### src/rtl/serial_bus_arbiter_2m.sv
// Two-master round-robin arbiter and router for the 1-bit serial bus.
// Captures the granted master's address, selects a slave from its top two bits, replays the address and streams data.
module serial_bus_arbiter_2m #(
  parameter int ADDR_WIDTH    = 16,
  parameter int DATA_WIDTH    = 8,
  parameter int SLAVE_TIMEOUT = 64
) (
  input  logic clk,
  input  logic reset,
  input  logic m1_request,
  input  logic m2_request,
  input  logic m1_address,
  input  logic m2_address,
  input  logic m1_data,
  input  logic m2_data,
  input  logic m1_valid,
  input  logic m2_valid,
  input  logic m1_address_valid,
  input  logic m2_address_valid,
  output logic m1_grant,
  output logic m2_grant,
  output logic m1_ready,
  output logic m2_ready,
  input  logic s1_ready,
  input  logic s2_ready,
  input  logic s3_ready,
  output logic s1_address,
  output logic s2_address,
  output logic s3_address,
  output logic s1_data,
  output logic s2_data,
  output logic s3_data,
  output logic s1_valid,
  output logic s2_valid,
  output logic s3_valid,
  output logic bus_error
);

  localparam int BIT_MAX = (ADDR_WIDTH > DATA_WIDTH) ? ADDR_WIDTH : DATA_WIDTH;
  localparam int CNT_W   = $clog2(BIT_MAX + 1);
  localparam int TO_W    = $clog2(SLAVE_TIMEOUT + 1);
  localparam logic [CNT_W-1:0] ADDR_LAST = CNT_W'(ADDR_WIDTH - 1);
  localparam logic [CNT_W-1:0] DATA_LAST = CNT_W'(DATA_WIDTH - 1);
  localparam logic [TO_W-1:0]  TO_LAST   = TO_W'(SLAVE_TIMEOUT - 1);

  typedef enum logic [2:0] {
    IDLE         = 3'd0,
    ADDR_CAPTURE = 3'd1,
    WAIT_SLAVE   = 3'd2,
    ADDR_FWD     = 3'd3,
    DATA         = 3'd4
  } state_t;

  state_t                state_r, state_s;
  logic                  m1_grant_r, m1_grant_s, m2_grant_r, m2_grant_s;
  logic                  m1_ready_r, m1_ready_s, m2_ready_r, m2_ready_s;
  logic                  last_served_r, last_served_s;   // 1: m2 was served last
  logic [1:0]            sel_r, sel_s;
  logic [ADDR_WIDTH-1:0] addr_sr_r, addr_sr_s, addr_shift_s;
  logic [CNT_W-1:0]      bit_cnt_r, bit_cnt_s;
  logic [TO_W-1:0]       to_cnt_r, to_cnt_s;
  logic                  marker_seen_r, marker_seen_s;
  logic [2:0]            slv_addr_r, slv_addr_s, slv_data_r, slv_data_s, slv_valid_r, slv_valid_s;
  logic                  bus_error_r, bus_error_s;
  logic                  mx_valid_s, mx_av_s, mx_addr_s, mx_data_s, sel_ready_s;
  logic [2:0]            sel_onehot_s;
  logic                  fail_s, release_s;

  function automatic logic [2:0] slave_onehot(input logic [1:0] sel);
    case (sel)
      2'b00:   slave_onehot = 3'b001;
      2'b01:   slave_onehot = 3'b010;
      2'b10:   slave_onehot = 3'b100;
      default: slave_onehot = 3'b000;
    endcase
  endfunction

  // Route only the granted master's inputs; the other master is invisible.
  always_comb begin
    if (m2_grant_r) begin
      mx_valid_s = m2_valid;
      mx_av_s    = m2_address_valid;
      mx_addr_s  = m2_address;
      mx_data_s  = m2_data;
    end else begin
      mx_valid_s = m1_valid & m1_grant_r;
      mx_av_s    = m1_address_valid & m1_grant_r;
      mx_addr_s  = m1_address;
      mx_data_s  = m1_data;
    end
    case (sel_r)
      2'b00:   sel_ready_s = s1_ready;
      2'b01:   sel_ready_s = s2_ready;
      2'b10:   sel_ready_s = s3_ready;
      default: sel_ready_s = 1'b0;
    endcase
    sel_onehot_s = slave_onehot(sel_r);
    addr_shift_s = {addr_sr_r[ADDR_WIDTH-2:0], mx_addr_s};
  end

  // Next-state and next-output logic for the transaction FSM.
  always_comb begin
    state_s       = state_r;
    m1_grant_s    = m1_grant_r;
    m2_grant_s    = m2_grant_r;
    m1_ready_s    = m1_ready_r;
    m2_ready_s    = m2_ready_r;
    last_served_s = last_served_r;
    sel_s         = sel_r;
    addr_sr_s     = addr_sr_r;
    bit_cnt_s     = bit_cnt_r;
    to_cnt_s      = to_cnt_r;
    marker_seen_s = marker_seen_r;
    slv_addr_s    = 3'b000;
    slv_data_s    = 3'b000;
    slv_valid_s   = 3'b000;
    bus_error_s   = 1'b0;
    fail_s        = 1'b0;
    release_s     = 1'b0;
    case (state_r)
      IDLE: begin
        if (m1_request || m2_request) begin
          if (m1_request && (!m2_request || last_served_r)) begin
            m1_grant_s = 1'b1;
          end else begin
            m2_grant_s = 1'b1;
          end
          state_s       = ADDR_CAPTURE;
          marker_seen_s = 1'b0;
          bit_cnt_s     = '0;
          to_cnt_s      = '0;
        end else begin
          state_s = IDLE;
        end
      end
      ADDR_CAPTURE: begin
        if (!marker_seen_r) begin
          if (mx_valid_s && mx_av_s) begin
            marker_seen_s = 1'b1;
            bit_cnt_s     = '0;
          end else if (to_cnt_r == TO_LAST) begin
            fail_s = 1'b1;
          end else begin
            to_cnt_s = to_cnt_r + TO_W'(1);
          end
        end else if (!mx_valid_s) begin
          fail_s = 1'b1;
        end else begin
          addr_sr_s = addr_shift_s;
          if (bit_cnt_r == ADDR_LAST) begin
            bit_cnt_s = '0;
            if (addr_shift_s[ADDR_WIDTH-1 -: 2] == 2'b11) begin
              fail_s = 1'b1;
            end else begin
              sel_s    = addr_shift_s[ADDR_WIDTH-1 -: 2];
              state_s  = WAIT_SLAVE;
              to_cnt_s = '0;
            end
          end else begin
            bit_cnt_s = bit_cnt_r + CNT_W'(1);
          end
        end
      end
      WAIT_SLAVE: begin
        if (sel_ready_s) begin
          state_s     = ADDR_FWD;
          slv_valid_s = sel_onehot_s;
          slv_addr_s  = addr_sr_r[ADDR_WIDTH-1] ? sel_onehot_s : 3'b000;
          addr_sr_s   = {addr_sr_r[ADDR_WIDTH-2:0], 1'b0};
          bit_cnt_s   = CNT_W'(1);
        end else if (to_cnt_r == TO_LAST) begin
          fail_s = 1'b1;
        end else begin
          to_cnt_s = to_cnt_r + TO_W'(1);
        end
      end
      ADDR_FWD: begin
        if (!mx_valid_s) begin
          fail_s = 1'b1;
        end else begin
          slv_valid_s = sel_onehot_s;
          slv_addr_s  = addr_sr_r[ADDR_WIDTH-1] ? sel_onehot_s : 3'b000;
          addr_sr_s   = {addr_sr_r[ADDR_WIDTH-2:0], 1'b0};
          // Raise ready alongside the last address bit so data follows without a gap.
          if (bit_cnt_r == ADDR_LAST) begin
            state_s    = DATA;
            bit_cnt_s  = '0;
            m1_ready_s = m1_grant_r;
            m2_ready_s = m2_grant_r;
          end else begin
            bit_cnt_s = bit_cnt_r + CNT_W'(1);
          end
        end
      end
      DATA: begin
        if (mx_valid_s) begin
          slv_valid_s = sel_onehot_s;
          slv_data_s  = mx_data_s ? sel_onehot_s : 3'b000;
          if (bit_cnt_r == DATA_LAST) begin
            release_s = 1'b1;
          end else begin
            bit_cnt_s = bit_cnt_r + CNT_W'(1);
          end
        end else begin
          bit_cnt_s = bit_cnt_r;
        end
      end
      default: begin
        state_s = IDLE;
      end
    endcase
    if (fail_s) begin
      bus_error_s = 1'b1;
      slv_addr_s  = 3'b000;
      slv_data_s  = 3'b000;
      slv_valid_s = 3'b000;
    end else begin
      bus_error_s = 1'b0;
    end
    if (fail_s || release_s) begin
      state_s       = IDLE;
      m1_grant_s    = 1'b0;
      m2_grant_s    = 1'b0;
      m1_ready_s    = 1'b0;
      m2_ready_s    = 1'b0;
      last_served_s = m2_grant_r;
      bit_cnt_s     = '0;
      to_cnt_s      = '0;
      marker_seen_s = 1'b0;
    end else begin
      last_served_s = last_served_r;
    end
  end

  // State and registered outputs.
  always_ff @(posedge clk or posedge reset) begin
    if (reset) begin
      state_r       <= IDLE;
      m1_grant_r    <= 1'b0;
      m2_grant_r    <= 1'b0;
      m1_ready_r    <= 1'b0;
      m2_ready_r    <= 1'b0;
      last_served_r <= 1'b1;
      sel_r         <= 2'b00;
      addr_sr_r     <= '0;
      bit_cnt_r     <= '0;
      to_cnt_r      <= '0;
      marker_seen_r <= 1'b0;
      slv_addr_r    <= 3'b000;
      slv_data_r    <= 3'b000;
      slv_valid_r   <= 3'b000;
      bus_error_r   <= 1'b0;
    end else begin
      state_r       <= state_s;
      m1_grant_r    <= m1_grant_s;
      m2_grant_r    <= m2_grant_s;
      m1_ready_r    <= m1_ready_s;
      m2_ready_r    <= m2_ready_s;
      last_served_r <= last_served_s;
      sel_r         <= sel_s;
      addr_sr_r     <= addr_sr_s;
      bit_cnt_r     <= bit_cnt_s;
      to_cnt_r      <= to_cnt_s;
      marker_seen_r <= marker_seen_s;
      slv_addr_r    <= slv_addr_s;
      slv_data_r    <= slv_data_s;
      slv_valid_r   <= slv_valid_s;
      bus_error_r   <= bus_error_s;
    end
  end

  assign m1_grant   = m1_grant_r;
  assign m2_grant   = m2_grant_r;
  assign m1_ready   = m1_ready_r;
  assign m2_ready   = m2_ready_r;
  assign s1_address = slv_addr_r[0];
  assign s2_address = slv_addr_r[1];
  assign s3_address = slv_addr_r[2];
  assign s1_data    = slv_data_r[0];
  assign s2_data    = slv_data_r[1];
  assign s3_data    = slv_data_r[2];
  assign s1_valid   = slv_valid_r[0];
  assign s2_valid   = slv_valid_r[1];
  assign s3_valid   = slv_valid_r[2];
  assign bus_error  = bus_error_r;

endmodule

### config.mk
export PLATFORM = sky130hd
export DESIGN_NAME = serial_bus_arbiter_2m
export DESIGN_NICKNAME = d
export VERILOG_FILES = /design/src/rtl/serial_bus_arbiter_2m.sv
export SDC_FILE = /design/constraint.sdc
export NUM_CORES = 1
export LEC_CHECK = 0
export CAP_MARGIN = 5
export CORE_MARGIN = 5
export CORE_UTILIZATION = 40
export CTS_CLUSTER_SIZE = 20
export DETAILED_ROUTE_END_ITERATION = 10
export SYNTH_ARGS = -nofsm -noshare
export SYNTH_HDL_FRONTEND = slang
export SYNTH_SLANG_ARGS = --single-unit
### constraint.sdc
create_clock -name clk -period 2.6 [get_ports clk]
set_input_delay 0.52 -clock clk [delete_from_list [all_inputs] [get_ports clk]]
set_output_delay 0.52 -clock clk [all_outputs]
set_load 0.01 [all_outputs]
==> qor.log <==
qor: timing.timing.clock.skew 0.00717 ns
qor: place.post_dp_cell_area 2940 µm²
qor: final_layout.area_growth_syn_to_layout 19.5%
qor: logic_synthesis.synthesized_netlist_net_count 278
qor: timing.hold_ws 0.466 ns
qor: critical_path.worst_setup_path_start_kind flop
qor: route.drt_pre_antenna_iters 4
qor: place.globalplace.congestion 0.917
qor: grt.grt_usage 14.6%
qor: route.drt_drc_violations_left 0
qor: grt.pin_count_of_the_biggest_net_entering_global_routing 50
qor: critical_path.timing_worst_setup_path_type flop to flop
qor: logic_synthesis.synthArstFlopShare 100%
qor: hold_path.min_path_type flop to flop
qor: power.power_density_of_the_placed_cells 425 nW/µm²
qor: logic_synthesis.synth_seq_area_share 48.1%
qor: grt.globalRouteMet3Util 3.59%
qor: timing.finalWorstSetupSlack 0.182 ns
qor: route.post_drt_wl_per_cell 15.3 µm
qor: power.vdd_ir_drop_max 0.229 mV
qor: critical_path.critPathArrivalTime 2.61 ns
qor: logic_synthesis.postSynthAreaPerCell 9.86 µm²
qor: die.die_footprint 8080 µm²
qor: timing.timing_worst_slew_pin_value 0.648 ns
qor: final_layout.postLayoutCellArea 3050 µm²
qor: grt.number_of_antenna_violations_at_the_first_check_in_global_routing 0
qor: job.timing.max_cap.violations 0
qor: clocking.htree_num_levels 2
qor: grt.grt_util_met2 22.6%
qor: final_layout.fill_cell_instance_count_of_the_final_layout 591
qor: die.start_util 40.7%
qor: die.dieWidth 89.9 µm
qor: clocking.tritoncts yes
qor: timing.fmax 414 MHz
qor: critical_path.data_required_time_of_the_worst_path 2.79 ns
qor: route.initialDrtViolationCount 198
qor: final_layout.finish.net_count 311
qor: logic_synthesis.synth-edff-count 0
qor: final_layout.final_cell_mix 48 x dfrtp_1, 32 x nor2_1, 28 x clkdlybuf4s50_1, 20 x nand2_1
qor: timing.setup_viol 0
qor: final_layout.antenna-diode-count 0
qor: clocking.cts.sinks 49
qor: place.io_buffer_count 28
qor: logic_synthesis.ys_warn_count 0
qor: grt.grt_util_met1 20.3%
qor: power.p_leak 0.00134 µW
qor: clocking.cts_made_buffers 5
qor: clocking.worst_setup_hold_path_clk_slew 0.09 ns
qor: timing.hold_viol 0
qor: logic_synthesis.synth_cells 259
qor: timing.finalCritPeriodShare 93.0%
qor: die.core-area 6280 µm²
qor: power.report.power.total 1300 µW
qor: die.pin_count 29
qor: grt.grt_pass1_vias 1997
qor: route.drtAntennaViolNets 0
qor: clocking.insertion_delay 0.31 ns
qor: grt.grt_first_pass_wirelength 9880 µm
qor: die.rows 29
qor: final_layout.final_common_cell dfrtp_1
qor: route.detail_route.wirelength 5640 µm
qor: place.detailed_place_hpwl 4190 µm
qor: timing.slew_violations 0
qor: logic_synthesis.synth_cell_types 51
qor: final_layout.layout.core_utilization 48.6%
qor: die.die_h 89.9 µm
qor: status.status completed
qor: logic_synthesis.syn_area 2550 µm²
qor: clocking.clock_buffer_depth 2
qor: timing.slew_headroom 56.3%
qor: route.viasPerCell 5.56
qor: route.total_via_count_in_the_routed_design 2057
qor: clocking.cts_hold_buffers 0
qor: timing.unrepaired_setup_endpoints_after_global_routing true
qor: place.dp_slack -0.0204 ns
qor: critical_path.timing.critical_path.to_type flop
qor: critical_path.worst-path-max-fanout 6
qor: final_layout.share_of_layout_cells_above_drive_strength_1 14.3%
qor: grt.global_route.peak_usage_layer met2
qor: logic_synthesis.synth.ff_latch_count 49
qor: grt.grt-ovfl-total 0
qor: logic_synthesis.synth_flop_cell dfrtp_1
qor: timing.min_cycle_time_layout 2.42 ns
qor: clocking.clock_tree.root_cell clkbuf_8
==> synth_stat cells (2+ instances only) <==
| cell type | number | share of area [%] |
|---|---|---|
| o31ai_1 | 2 | 0.59 |
| o211ai_2 | 2 | 0.98 |
| a21oi_1 | 10 | 2.0 |
| mux2_2 | 15 | 6.6 |
| nand4_1 | 4 | 0.98 |
| clkbuf_1 | 2 | 0.29 |
| nand3_1 | 9 | 1.8 |
| o21ai_1 | 2 | 0.39 |
| o21a_1 | 2 | 0.59 |
| o21ai_0 | 15 | 2.9 |
| a41oi_1 | 2 | 0.69 |
| a211oi_1 | 2 | 0.59 |
| a211o_1 | 2 | 0.69 |
| nor3b_1 | 2 | 0.59 |
| buf_2 | 6 | 1.2 |
| nand2b_1 | 3 | 0.74 |
| mux2i_1 | 6 | 2.4 |
| o211ai_1 | 6 | 1.8 |
| nor2b_1 | 2 | 0.49 |
| a32o_1 | 2 | 0.78 |
| nand3b_1 | 2 | 0.59 |
| and2b_1 | 2 | 0.59 |
| nor3_1 | 10 | 2.0 |
| a2bb2oi_1 | 2 | 0.69 |
| dfrtp_1 | 48 | 47 |
| nor2_1 | 32 | 4.7 |
| and2_1 | 3 | 0.74 |
| and3_1 | 3 | 0.74 |
| or3_1 | 2 | 0.49 |
| ha_1 | 4 | 2.0 |
| buf_6 | 2 | 0.88 |
| inv_1 | 9 | 1.3 |
| nand2_1 | 20 | 2.9 |
| a31oi_1 | 7 | 1.7 |
==> where the power goes <==
| group | leakage [µW] | switching, µW | internal (µW) |
|---|---|---|---|
| combinational | 0.000616 | 22.9 | 23.5 |
| sequential | 0.000676 | 0 | 761 |
| clock | 0.0000518 | 267 | 221 |
==> sequential cells by signal, summed over array words and instances (netlist names) <==
| name | flops |
|---|---|
| addr_sr_r | 16 |
| bit_cnt_r | 5 |
| bus_error | 1 |
| last_served_r | 1 |
| m1_grant | 1 |
| m1_ready | 1 |
| m2_grant | 1 |
| m2_ready | 1 |
| marker_seen_r | 1 |
| sel_r | 2 |
| slv_addr_r | 3 |
| slv_data_r | 3 |
| slv_valid_r | 3 |
| state_r | 3 |
| to_cnt_r | 7 |
==> metal layers <==
| layer | wire length, µm | vias up |
|---|---|---|
| met2 | 2610 | 69 |
| li1 | - | 1008 |
| met4 | 59 | 0 |
| met5 | 0 | - |
| met1 | 2630 | 974 |
| met3 | 345 | 6 |
==> timing repair <==
action | CTS | global route
setup endpoints to repair | 0 | 4
buffers inserted | 0 | 0
gates resized for setup | 0 | 2
==> worst max-delay path: stages, from the launching register on <==
cell	delay (ns)
dfrtp_1	0.46
ha_1	0.27
and3_1	0.21
ha_1	0.30
inv_1	0.12
o31ai_1	0.27
o211ai_1	0.29
a21oi_2	0.28
o21ai_0	0.10
==> metrics by stage <==
| stage | TNS [ns] | std cells |
|---|---|---|
| 2_1_floorplan | 0 | 259 |
| 3_3_place_gp | 0 | 362 |
| 3_5_place_dp | -0.0204 | 362 |
| 4_1_cts | 0 | 370 |
| 5_1_grt | -0.0176 | 370 |
| 6_report | 0 | 370 |
==> path summary, 6_finish.rpt <==
path                               start              to  slack (ns)  depth (start not counted)
min reg2reg                last_served_r   last_served_r        0.47                          2
max in group asynchronous          reset   last_served_r        1.75                          3
min in group asynchronous          reset  slv_valid_r[2]        0.56                          3
max                         bit_cnt_r[0]     to_cnt_r[1]        0.18                          8
min                        last_served_r   last_served_r        0.47                          2
max reg2reg                 bit_cnt_r[0]     to_cnt_r[1]        0.18                          8
==> area by class of cell <==
type | instances | area (µm²) | area share (%)
Clock inverter | 2 | 17.5 | 0.574
Tap cell | 77 | 96.3 | 3.16
Multi-Input combinational cell | 190 | 1230 | 40.4
Inverter | 9 | 33.8 | 1.11
Timing Repair Buffer | 37 | 360 | 11.8
Sequential cell | 49 | 1230 | 40.2
Clock buffer | 6 | 82.6 | 2.71
==> logic make-up (layout without fill, tap and decap cells) <==
| group | Yosys count | count (layout) | share of synthesized area (%) |
|---|---|---|---|
| DFF | 49 | 49 | 48.1 |
| muxes | 21 | 21 | 8.97 |
| and+or+nand+nor | 99 | 99 | 19.0 |
| xor gates and xnor gates | 1 | 1 | 0.343 |
| buffers and inverters | 20 | 54 | 3.97 |
| adders and majority gates | 4 | 4 | 1.96 |
| AOI/OAI and AO/OA | 65 | 65 | 17.6 |
No activity file was read; power rests on OpenSTA's default activity.
